<file path="config.mk">
export PLATFORM = sky130hd
export DESIGN_NAME = readout_integrator_flat
export DESIGN_NICKNAME = d
export VERILOG_FILES = /design/src/rtl/readout_integrator_if.sv /design/src/rtl/readout_integrator.sv /design/src/flat_wrapper.sv
export SDC_FILE = /design/constraint.sdc
export NUM_CORES = 1
export LEC_CHECK = 0
export ABC_AREA = 0
export BUFFER_PORTS_ARGS = -buffer_cell sky130_fd_sc_hd__buf_4
export CAP_MARGIN = 30
export CORE_UTILIZATION = 64
export DETAILED_ROUTE_END_ITERATION = 8
export PLACE_DENSITY = 0.83
export SYNTH_ARGS = -nofsm -noshare
export SYNTH_HDL_FRONTEND = slang
export SYNTH_SLANG_ARGS = --single-unit
</file>
<file path="constraint.sdc">
create_clock -name clk -period 12.47 [get_ports clk]
set_input_delay 1.247 -clock clk [delete_from_list [all_inputs] [get_ports clk]]
set_output_delay 1.247 -clock clk [all_outputs]
set_load 0.05 [all_outputs]
</file>
<file path="src/rtl/readout_integrator_if.sv">
// readout_integrator_if: control, sample stream and result
// bundle between the measurement controller and the integrator.
interface readout_integrator_if #(
  parameter int DATA_WIDTH = 16,
  parameter int ACC_WIDTH  = 32,
  parameter int LEN_WIDTH  = 10
);
  logic                         start;
  logic [LEN_WIDTH-1:0]         int_len;
  logic signed [ACC_WIDTH-1:0]  threshold;
  logic                         in_valid;
  logic signed [DATA_WIDTH-1:0] i_in;
  logic signed [DATA_WIDTH-1:0] q_in;
  logic                         busy;
  logic                         out_valid;
  logic signed [ACC_WIDTH-1:0]  i_sum;
  logic signed [ACC_WIDTH-1:0]  q_sum;
  logic                         state_bit;
  logic                         sat_flag;

  modport master (
    output start, int_len, threshold,
    output in_valid, i_in, q_in,
    input  busy, out_valid, i_sum, q_sum,
    input  state_bit, sat_flag
  );

  modport slave (
    input  start, int_len, threshold,
    input  in_valid, i_in, q_in,
    output busy, out_valid, i_sum, q_sum,
    output state_bit, sat_flag
  );
endinterface

</file>
<file path="src/rtl/readout_integrator.sv">
// readout_integrator: windowed saturating I/Q integration
// with threshold discrimination of the qubit state.
module readout_integrator #(
  parameter int DATA_WIDTH = 16,
  parameter int ACC_WIDTH  = 32,
  parameter int LEN_WIDTH  = 10
) (
  input logic                 clk,
  input logic                 rst,
  readout_integrator_if.slave bus
);

  typedef enum logic [1:0] {
    IDLE  = 2'd0,
    INTEG = 2'd1,
    DONE  = 2'd2
  } state_e;

  state_e state_q, state_d;

  logic [LEN_WIDTH-1:0]        len_q, len_d;
  logic [LEN_WIDTH-1:0]        cnt_q, cnt_d;
  logic signed [ACC_WIDTH-1:0] thr_q, thr_d;
  logic signed [ACC_WIDTH-1:0] iacc_q, iacc_d;
  logic signed [ACC_WIDTH-1:0] qacc_q, qacc_d;
  logic                        sat_q, sat_d;
  logic signed [ACC_WIDTH-1:0] isum_q, isum_d;
  logic signed [ACC_WIDTH-1:0] qsum_q, qsum_d;
  logic                        stb_q, stb_d;
  logic                        satf_q, satf_d;

  logic accept;
  logic last;
  logic iov, qov;

  // Add one extra bit of headroom, then clamp when the
  // top two bits disagree (result left the signed range).
  function automatic logic signed [ACC_WIDTH-1:0] sadd(
    input  logic signed [ACC_WIDTH-1:0]  a,
    input  logic signed [DATA_WIDTH-1:0] b,
    output logic                         ov
  );
    logic signed [ACC_WIDTH:0] s;
    s = {a[ACC_WIDTH-1], a}
      + {{(ACC_WIDTH+1-DATA_WIDTH){b[DATA_WIDTH-1]}}, b};
    ov = s[ACC_WIDTH] ^ s[ACC_WIDTH-1];
    sadd = s[ACC_WIDTH-1:0];
    if (ov && s[ACC_WIDTH])
      sadd = {1'b1, {(ACC_WIDTH-1){1'b0}}};
    else if (ov)
      sadd = {1'b0, {(ACC_WIDTH-1){1'b1}}};
  endfunction

  assign accept = (state_q == INTEG) && bus.in_valid;
  assign last   = accept && (cnt_q == len_q - 1'b1);

  // State register
  always_ff @(posedge clk) begin
    if (rst) state_q <= IDLE;
    else     state_q <= state_d;
  end

  // Next-state logic
  always_comb begin
    state_d = state_q;
    unique case (state_q)
      IDLE: begin
        if (bus.start)
          state_d = (bus.int_len == '0) ? DONE : INTEG;
      end
      INTEG: begin
        if (last) state_d = DONE;
      end
      DONE:    state_d = IDLE;
      default: state_d = IDLE;
    endcase
  end

  // FSM outputs decoded from the registered state
  always_comb begin
    bus.busy      = (state_q != IDLE);
    bus.out_valid = (state_q == DONE);
  end

  // Window setup, accumulation and result capture
  always_comb begin
    len_d  = len_q;
    cnt_d  = cnt_q;
    thr_d  = thr_q;
    iacc_d = iacc_q;
    qacc_d = qacc_q;
    sat_d  = sat_q;
    isum_d = isum_q;
    qsum_d = qsum_q;
    stb_d  = stb_q;
    satf_d = satf_q;
    iov    = 1'b0;
    qov    = 1'b0;
    if (state_q == IDLE && bus.start) begin
      len_d  = bus.int_len;
      thr_d  = bus.threshold;
      cnt_d  = '0;
      iacc_d = '0;
      qacc_d = '0;
      sat_d  = 1'b0;
    end else if (accept) begin
      cnt_d  = cnt_q + 1'b1;
      iacc_d = sadd(iacc_q, bus.i_in, iov);
      qacc_d = sadd(qacc_q, bus.q_in, qov);
      sat_d  = sat_q | iov | qov;
    end
    // Capture on the edge entering DONE so results are
    // visible together with out_valid.
    if (state_d == DONE) begin
      isum_d = iacc_d;
      qsum_d = qacc_d;
      stb_d  = (iacc_d >= thr_d);
      satf_d = sat_d;
    end
  end

  // Datapath registers
  always_ff @(posedge clk) begin
    if (rst) begin
      len_q  <= '0;
      cnt_q  <= '0;
      thr_q  <= '0;
      iacc_q <= '0;
      qacc_q <= '0;
      sat_q  <= 1'b0;
      isum_q <= '0;
      qsum_q <= '0;
      stb_q  <= 1'b0;
      satf_q <= 1'b0;
    end else begin
      len_q  <= len_d;
      cnt_q  <= cnt_d;
      thr_q  <= thr_d;
      iacc_q <= iacc_d;
      qacc_q <= qacc_d;
      sat_q  <= sat_d;
      isum_q <= isum_d;
      qsum_q <= qsum_d;
      stb_q  <= stb_d;
      satf_q <= satf_d;
    end
  end

  assign bus.i_sum     = isum_q;
  assign bus.q_sum     = qsum_q;
  assign bus.state_bit = stb_q;
  assign bus.sat_flag  = satf_q;

endmodule

</file>
<file path="src/flat_wrapper.sv">
// flat-port wrapper written by rule: the top's interface ports become plain ports
module readout_integrator_flat 
#(
  parameter int DATA_WIDTH = 16,
  parameter int ACC_WIDTH  = 32,
  parameter int LEN_WIDTH  = 10
)
  (clk, rst, bus_start, bus_int_len, bus_threshold, bus_in_valid, bus_i_in, bus_q_in, bus_busy, bus_out_valid, bus_i_sum, bus_q_sum, bus_state_bit, bus_sat_flag);
  readout_integrator_if #(.DATA_WIDTH(DATA_WIDTH), .ACC_WIDTH(ACC_WIDTH), .LEN_WIDTH(LEN_WIDTH)) bus_i ();
  input logic clk;
  input logic rst;
  input wire logic [$bits(bus_i.start)-1:0] bus_start;
  input wire logic [$bits(bus_i.int_len)-1:0] bus_int_len;
  input wire logic [$bits(bus_i.threshold)-1:0] bus_threshold;
  input wire logic [$bits(bus_i.in_valid)-1:0] bus_in_valid;
  input wire logic [$bits(bus_i.i_in)-1:0] bus_i_in;
  input wire logic [$bits(bus_i.q_in)-1:0] bus_q_in;
  output wire logic [$bits(bus_i.busy)-1:0] bus_busy;
  output wire logic [$bits(bus_i.out_valid)-1:0] bus_out_valid;
  output wire logic [$bits(bus_i.i_sum)-1:0] bus_i_sum;
  output wire logic [$bits(bus_i.q_sum)-1:0] bus_q_sum;
  output wire logic [$bits(bus_i.state_bit)-1:0] bus_state_bit;
  output wire logic [$bits(bus_i.sat_flag)-1:0] bus_sat_flag;
  assign bus_i.start = bus_start;
  assign bus_i.int_len = bus_int_len;
  assign bus_i.threshold = bus_threshold;
  assign bus_i.in_valid = bus_in_valid;
  assign bus_i.i_in = bus_i_in;
  assign bus_i.q_in = bus_q_in;
  assign bus_busy = bus_i.busy;
  assign bus_out_valid = bus_i.out_valid;
  assign bus_i_sum = bus_i.i_sum;
  assign bus_q_sum = bus_i.q_sum;
  assign bus_state_bit = bus_i.state_bit;
  assign bus_sat_flag = bus_i.sat_flag;
  readout_integrator #(.DATA_WIDTH(DATA_WIDTH), .ACC_WIDTH(ACC_WIDTH), .LEN_WIDTH(LEN_WIDTH)) u_core (.clk(clk), .rst(rst), .bus(bus_i));
endmodule
</file>
# Word level (Yosys, flattened, before mapping)
# Cells that the tools add are included.
# classes
add_sub_neg	4
magnitude_cmp	1
eq_ne	4
mux	15
bitwise_logic	4
reduce_logical	9
# ops
op	n
$mux W32	9
$add A32 B16 Y33	2
$ge A32 B32 Y1	1
$add A10 B1 Y10 const B	1
$eq A10 B10 Y1	1
$logic_not A10 Y1	1
$sub A10 B1 Y10 const B	1
$mux W2	3
$logic_and A1 B1 Y1	5
$eq A2 B2 Y1 const B	2
$pmux W2 S2	1
$eq A2 B1 Y1 const B	1
$logic_not A2 Y1	1
$mux W1	2
$or A1 B1 Y1	2
$reduce_bool A2 Y1	1
$reduce_or A2 Y1	1
$xor A1 B1 Y1	2
# totals
ff_bits	185
input_bits	78
elab_cells	48

# Longest topological paths before layout
# logic_depth
word_depth	7
mapped_depth	22

# Worst setup path after synthesis
# No wires, ideal clock.
# synth_timing
path_kind	input -> register
start	input port bus_i_in[15]
end	register u_core.stb_q (netlist: u_core.bus.state_bit)
setup_time_ps	138
arrival_ps	5507
required_ps	12332
path_slack_ps	6825
stages	22
path_buffers	3
cell_sequence	ha_1 -> clkbuf_1 -> a21o_1 -> a31o_2 -> a221o_1 -> nand2b_1 -> o21ai_1 -> mux2_2 -> a21o_1 -> buf_2 -> buf_2 -> nor2_1 -> ha_1 -> a21o_1 -> a21o_1 -> a211oi_1 -> o21ai_0 -> o211ai_1 -> a21oi_1 -> nor3_1 -> mux2i_1 -> a31oi_1
# synth_via
elab_chain_len	7
elab_cells_between_ends	8
cone_classes	add/sub: 1; order compare: 1; mux: 4; bitwise: 1; reduce/logical: 1
# synth_lines
element	line_no	text
start: declaration	flat_wrapper.sv:16	input wire logic [$bits(bus_i.i_in)-1:0] bus_i_in;
$add A32 B16 Y33 (*)	readout_integrator.sv:45	+ {{(ACC_WIDTH+1-DATA_WIDTH){b[DATA_WIDTH-1]}}, b};
$xor A1 B1 Y1	readout_integrator.sv:46	ov = s[ACC_WIDTH] ^ s[ACC_WIDTH-1];
$mux W32 or $logic_and A1 B1 Y1 (tied branches)	readout_integrator.sv:50, readout_integrator.sv:48	
$mux W32 (*)	readout_integrator.sv:48	if (ov && s[ACC_WIDTH])
$mux W32 (*)	readout_integrator.sv:106	end else if (accept) begin
$mux W32 (*)	readout_integrator.sv:99	if (state_q == IDLE && bus.start) begin
named net u_core.iacc_d[9]	readout_integrator.sv:24	logic signed [ACC_WIDTH-1:0] iacc_q, iacc_d;
$ge A32 B32 Y1 (*)	readout_integrator.sv:117	stb_d = (iacc_d >= thr_d);
end signal: assignment	readout_integrator.sv:144	stb_q <= stb_d;
end: declaration	readout_integrator.sv:29	logic stb_q, stb_d;
# The timed path passes the listed nets; every way through them passes the cells marked *.
# A chain may end at the register's enable or synchronous reset.

# Worst setup path after layout
# Ends and elaborated chain as after synthesis.

==> flow_summary.ini <==
[setup_path]
max_stage_delay_ps = 770
cp-end-kind = register
r2r_setup_slack_ps = 7020
cpMaxStageDelayCell = a21o_1
crit_fanout = 31
start_kind = primary input
worstSetupPathType = primary input to register
crit_arrival_ps = 6400
crit_top_cell = a21o_1
path_cells = buf_4 > ha_1 > a21o_1 > a31o_2 > a221o_1 > nand2b_1 > o21ai_1 > mux2_2 > a21o_1 > nor2_1 > ha_1 > a21o_1 > a21o_1 > a211oi_1 > o21ai_0 > o211ai_1 > a21oi_1 > nor3_1 > mux2i_1 > a31oi_1
cp.required_ps = 12780

[clock_network]
cts_made_buffers = 17
clk_latency_ps = 450
cts_setup_buffers = 0
clockRootBuffer = clkbuf_16
htree_levels = 4
cts_resized = 0
cts_hold_buffers = 0
cts_tree = yes
clockBufferDepth = 2
clkTransAtPathRegs_ps = 70
cts_num_sinks = 185

[pwr]
design_power_total_mw = 1.520
power_density_nw_per_um2 = 113.5
leakagePower_nw = 5.908
ir_drop_mv = 0.1079

[logic_synthesis]
synthMuxAreaShare_pct = 3.224
seq_area_frac_synth_pct = 32.03
synth_top_family_by_area = compound AO/OA/AOI/OAI gates
synth_simple_gate_area_share_pct = 20.14
synth_compound_area_share_pct = 24.58
synth_xor_area_share_pct = 5.529
ys_warn_count = 0
synth_adder_area_share_pct = 10.95
synth.net_count = 1616
ys_types = 80
synth_edf_count = 0
synthesis.area_um2 = 11560
synth_cells = 1438
synth-seq-cells = 185
dominantRegCellSynth = dfxtp_1
ys_async_sr_fraction_pct = 0
avgSynthCellArea_um2 = 8.041

[flow_run]
maxCapViolCount = 0

[grt]
grt_pass1_wl_mm = 52.93
grt_busiest_layer = met2
met2_usage_pct = 63.03
grt_max_degree = 81
grtUsageTotal_pct = 36.83
grt_util_met3_pct = 7.196
use_met1_pct = 42.96
grt_pass1_vias = 10660
grt-ovfl-total = 0
antenna_found_initial = 0

[drt]
viasPerCell = 6.324
ant_nets = 0
vias = 11260
drc = 0
wl_per_cell_um = 19.16
first_iter_violations = 871
drtPass1Iterations = 5
wirelength_mm = 34.10

[timing]
fin_setup_tns_ps = 0
period_needed_ps = 6083
max_freq_mhz = 164.4
slew-limit-headroom_pct = 27.90
fin_crit_sh_pct = 48.78
worst_pin_slew_ps = 1074
holdWs_ps = 453.7
rsz0062_at_grt = false
setup_viol = 0
slew_violations = 0
skew_ps = 13.24
hold_viol_final = 0

[layout]
drive_gt1_share_pct = 14.15
fin_util_pct = 76.58
fin_nets = 1720
diodes = 0
syn2layout_area_growth_pct = 15.73

[placed_design]
io_buffers = 145
gp_congestion = 1.003
dp_hpwl_mm = 25.47

[floorplanning]
core_area_um2 = 17480
ioPinCount = 146
die-height_um = 136.4
die-area_um2 = 18610
start_util_pct = 66.17
num_rows = 48
die_w_um = 136.4

[status]
outcome = complete, no violations

[hold_path]
hp-class = register to register
-- kinds of logic (layout without fill, tap and decap cells) --
logic type | Yosys count | in the layout
adders and majority gates | 100 | 100
AOI/OAI and AO/OA | 426 | 426
DFF | 185 | 185
buffers and inverters | 100 | 217
xor gates and xnor gates | 73 | 73
and+or+nand+nor | 517 | 517
muxes | 37 | 37
-- registers in the layout, summed over array words and instances (netlist names) --
| signal | cells |
|---|---|
| u_core.cnt_q | 10 |
| u_core.bus.sat_flag | 1 |
| u_core.thr_q | 32 |
| u_core.bus.i_sum | 32 |
| u_core.bus.q_sum | 32 |
| u_core.iacc_q | 32 |
| u_core.qacc_q | 32 |
| u_core.len_q | 10 |
| u_core.sat_q | 1 |
| u_core.bus.state_bit | 1 |
| u_core.state_q | 2 |
-- report_power, final --
part	switching, mW	internal (mW)
clock	0.264	0.330
combinational	0.188	0.118
sequential	0.0113	0.608
-- cell usage after synthesis, drive strengths merged (3+ instances only) --
cell type | number | area, µm²
ha | 98 | 1226
o41ai | 3 | 26.28
clkbuf | 54 | 202.7
o31a | 3 | 26.28
a2111oi | 5 | 43.79
nand3 | 32 | 160.2
a211oi | 36 | 310.3
a22o | 13 | 113.9
and3 | 12 | 75.07
inv | 31 | 116.4
dfxtp | 185 | 3704
nor2b | 8 | 50.05
o2bb2ai | 6 | 52.55
o31ai | 8 | 73.82
o211a | 3 | 30.03
a21oi | 105 | 529.3
and4 | 5 | 43.79
a31oi | 20 | 131.4
and2 | 11 | 71.32
mux2i | 35 | 350.3
o22ai | 5 | 31.28
nor4 | 10 | 62.56
o2111ai | 7 | 61.31
nor3 | 62 | 310.3
o21a | 9 | 67.56
a31o | 6 | 52.55
a41oi | 3 | 45.05
xor2 | 32 | 280.3
or3 | 3 | 18.77
o221ai | 3 | 26.28
nand2 | 157 | 596.8
nor2 | 178 | 670.7
or2 | 5 | 31.28
a21boi | 3 | 22.52
o32ai | 5 | 43.79
nand4 | 14 | 87.58
buf | 15 | 91.33
o21bai | 8 | 60.06
nand2b | 12 | 75.07
o211ai | 13 | 97.59
a21o | 36 | 270.3
o21ai | 108 | 540.5
xnor2 | 41 | 359.1
-- cell type report --
cell class / instances / area, µm²
multi-input combinational: 1153 / 7467
fill: 1316 / 4094
sequential: 185 / 3704
timing repair buffer: 154 / 1180
clock buffer: 18 / 439.2
tap: 225 / 281.5
clock inverter: 14 / 195.2
inverter: 31 / 116.4
-- worst paths after layout --
check                                     startpoint              endpoint  depth (start not counted)
worst max-delay path                    bus_i_in[15]  u_core.bus.state_bit                         20
worst min-delay path            u_core.bus.q_sum[19]  u_core.bus.q_sum[19]                          2
worst max register to register      u_core.iacc_q[1]  u_core.bus.state_bit                         19
worst min register to register  u_core.bus.q_sum[19]  u_core.bus.q_sum[19]                          2
-- cell usage in the layout, fill, tap and decap left out, drive strengths merged, types with 6 or more instances in the layout --
| cell type | n |
|---|---|
| a211oi | 36 |
| a21o | 36 |
| a21oi | 105 |
| a22o | 13 |
| a31o | 6 |
| a31oi | 20 |
| and2 | 11 |
| and3 | 12 |
| buf | 154 |
| clkbuf | 18 |
| dfxtp | 185 |
| ha | 98 |
| inv | 40 |
| mux2i | 35 |
| nand2 | 157 |
| nand2b | 12 |
| nand3 | 32 |
| nand4 | 14 |
| nor2 | 178 |
| nor2b | 8 |
| nor3 | 62 |
| nor4 | 10 |
| o2111ai | 7 |
| o211ai | 13 |
| o21a | 9 |
| o21ai | 108 |
| o21bai | 8 |
| o2bb2ai | 6 |
| o31ai | 8 |
| xnor2 | 41 |
| xor2 | 32 |
-- critical path: cells and delay by family --
| family | cells | cell delay [ps] |
|---|---|---|
| simple gates | 3 | 470 |
| fa+ha+maj | 2 | 720 |
| mux | 2 | 570 |
| compound gates | 12 | 3180 |
| buf+inv | 1 | 190 |
-- per-stage QoR --
stage / cell area [µm²] / setup WS (ps) / cells
after floorplan: 11560 / 6825 / 1438
after global placement: 12710 / 6135 / 1746
after detailed placement: 12720 / 6016 / 1747
after CTS: 13360 / 6445 / 1779
after global routing: 13380 / 6062 / 1780
final: 13380 / 6387 / 1780
-- routing by layer --
layer,routed length (µm),up-vias
li1,-,5433
met1,13800,5231
met2,16330,482
met3,2119,110
met4,1849,0
met5,0,-
No activity file was read; power rests on OpenSTA's default activity.
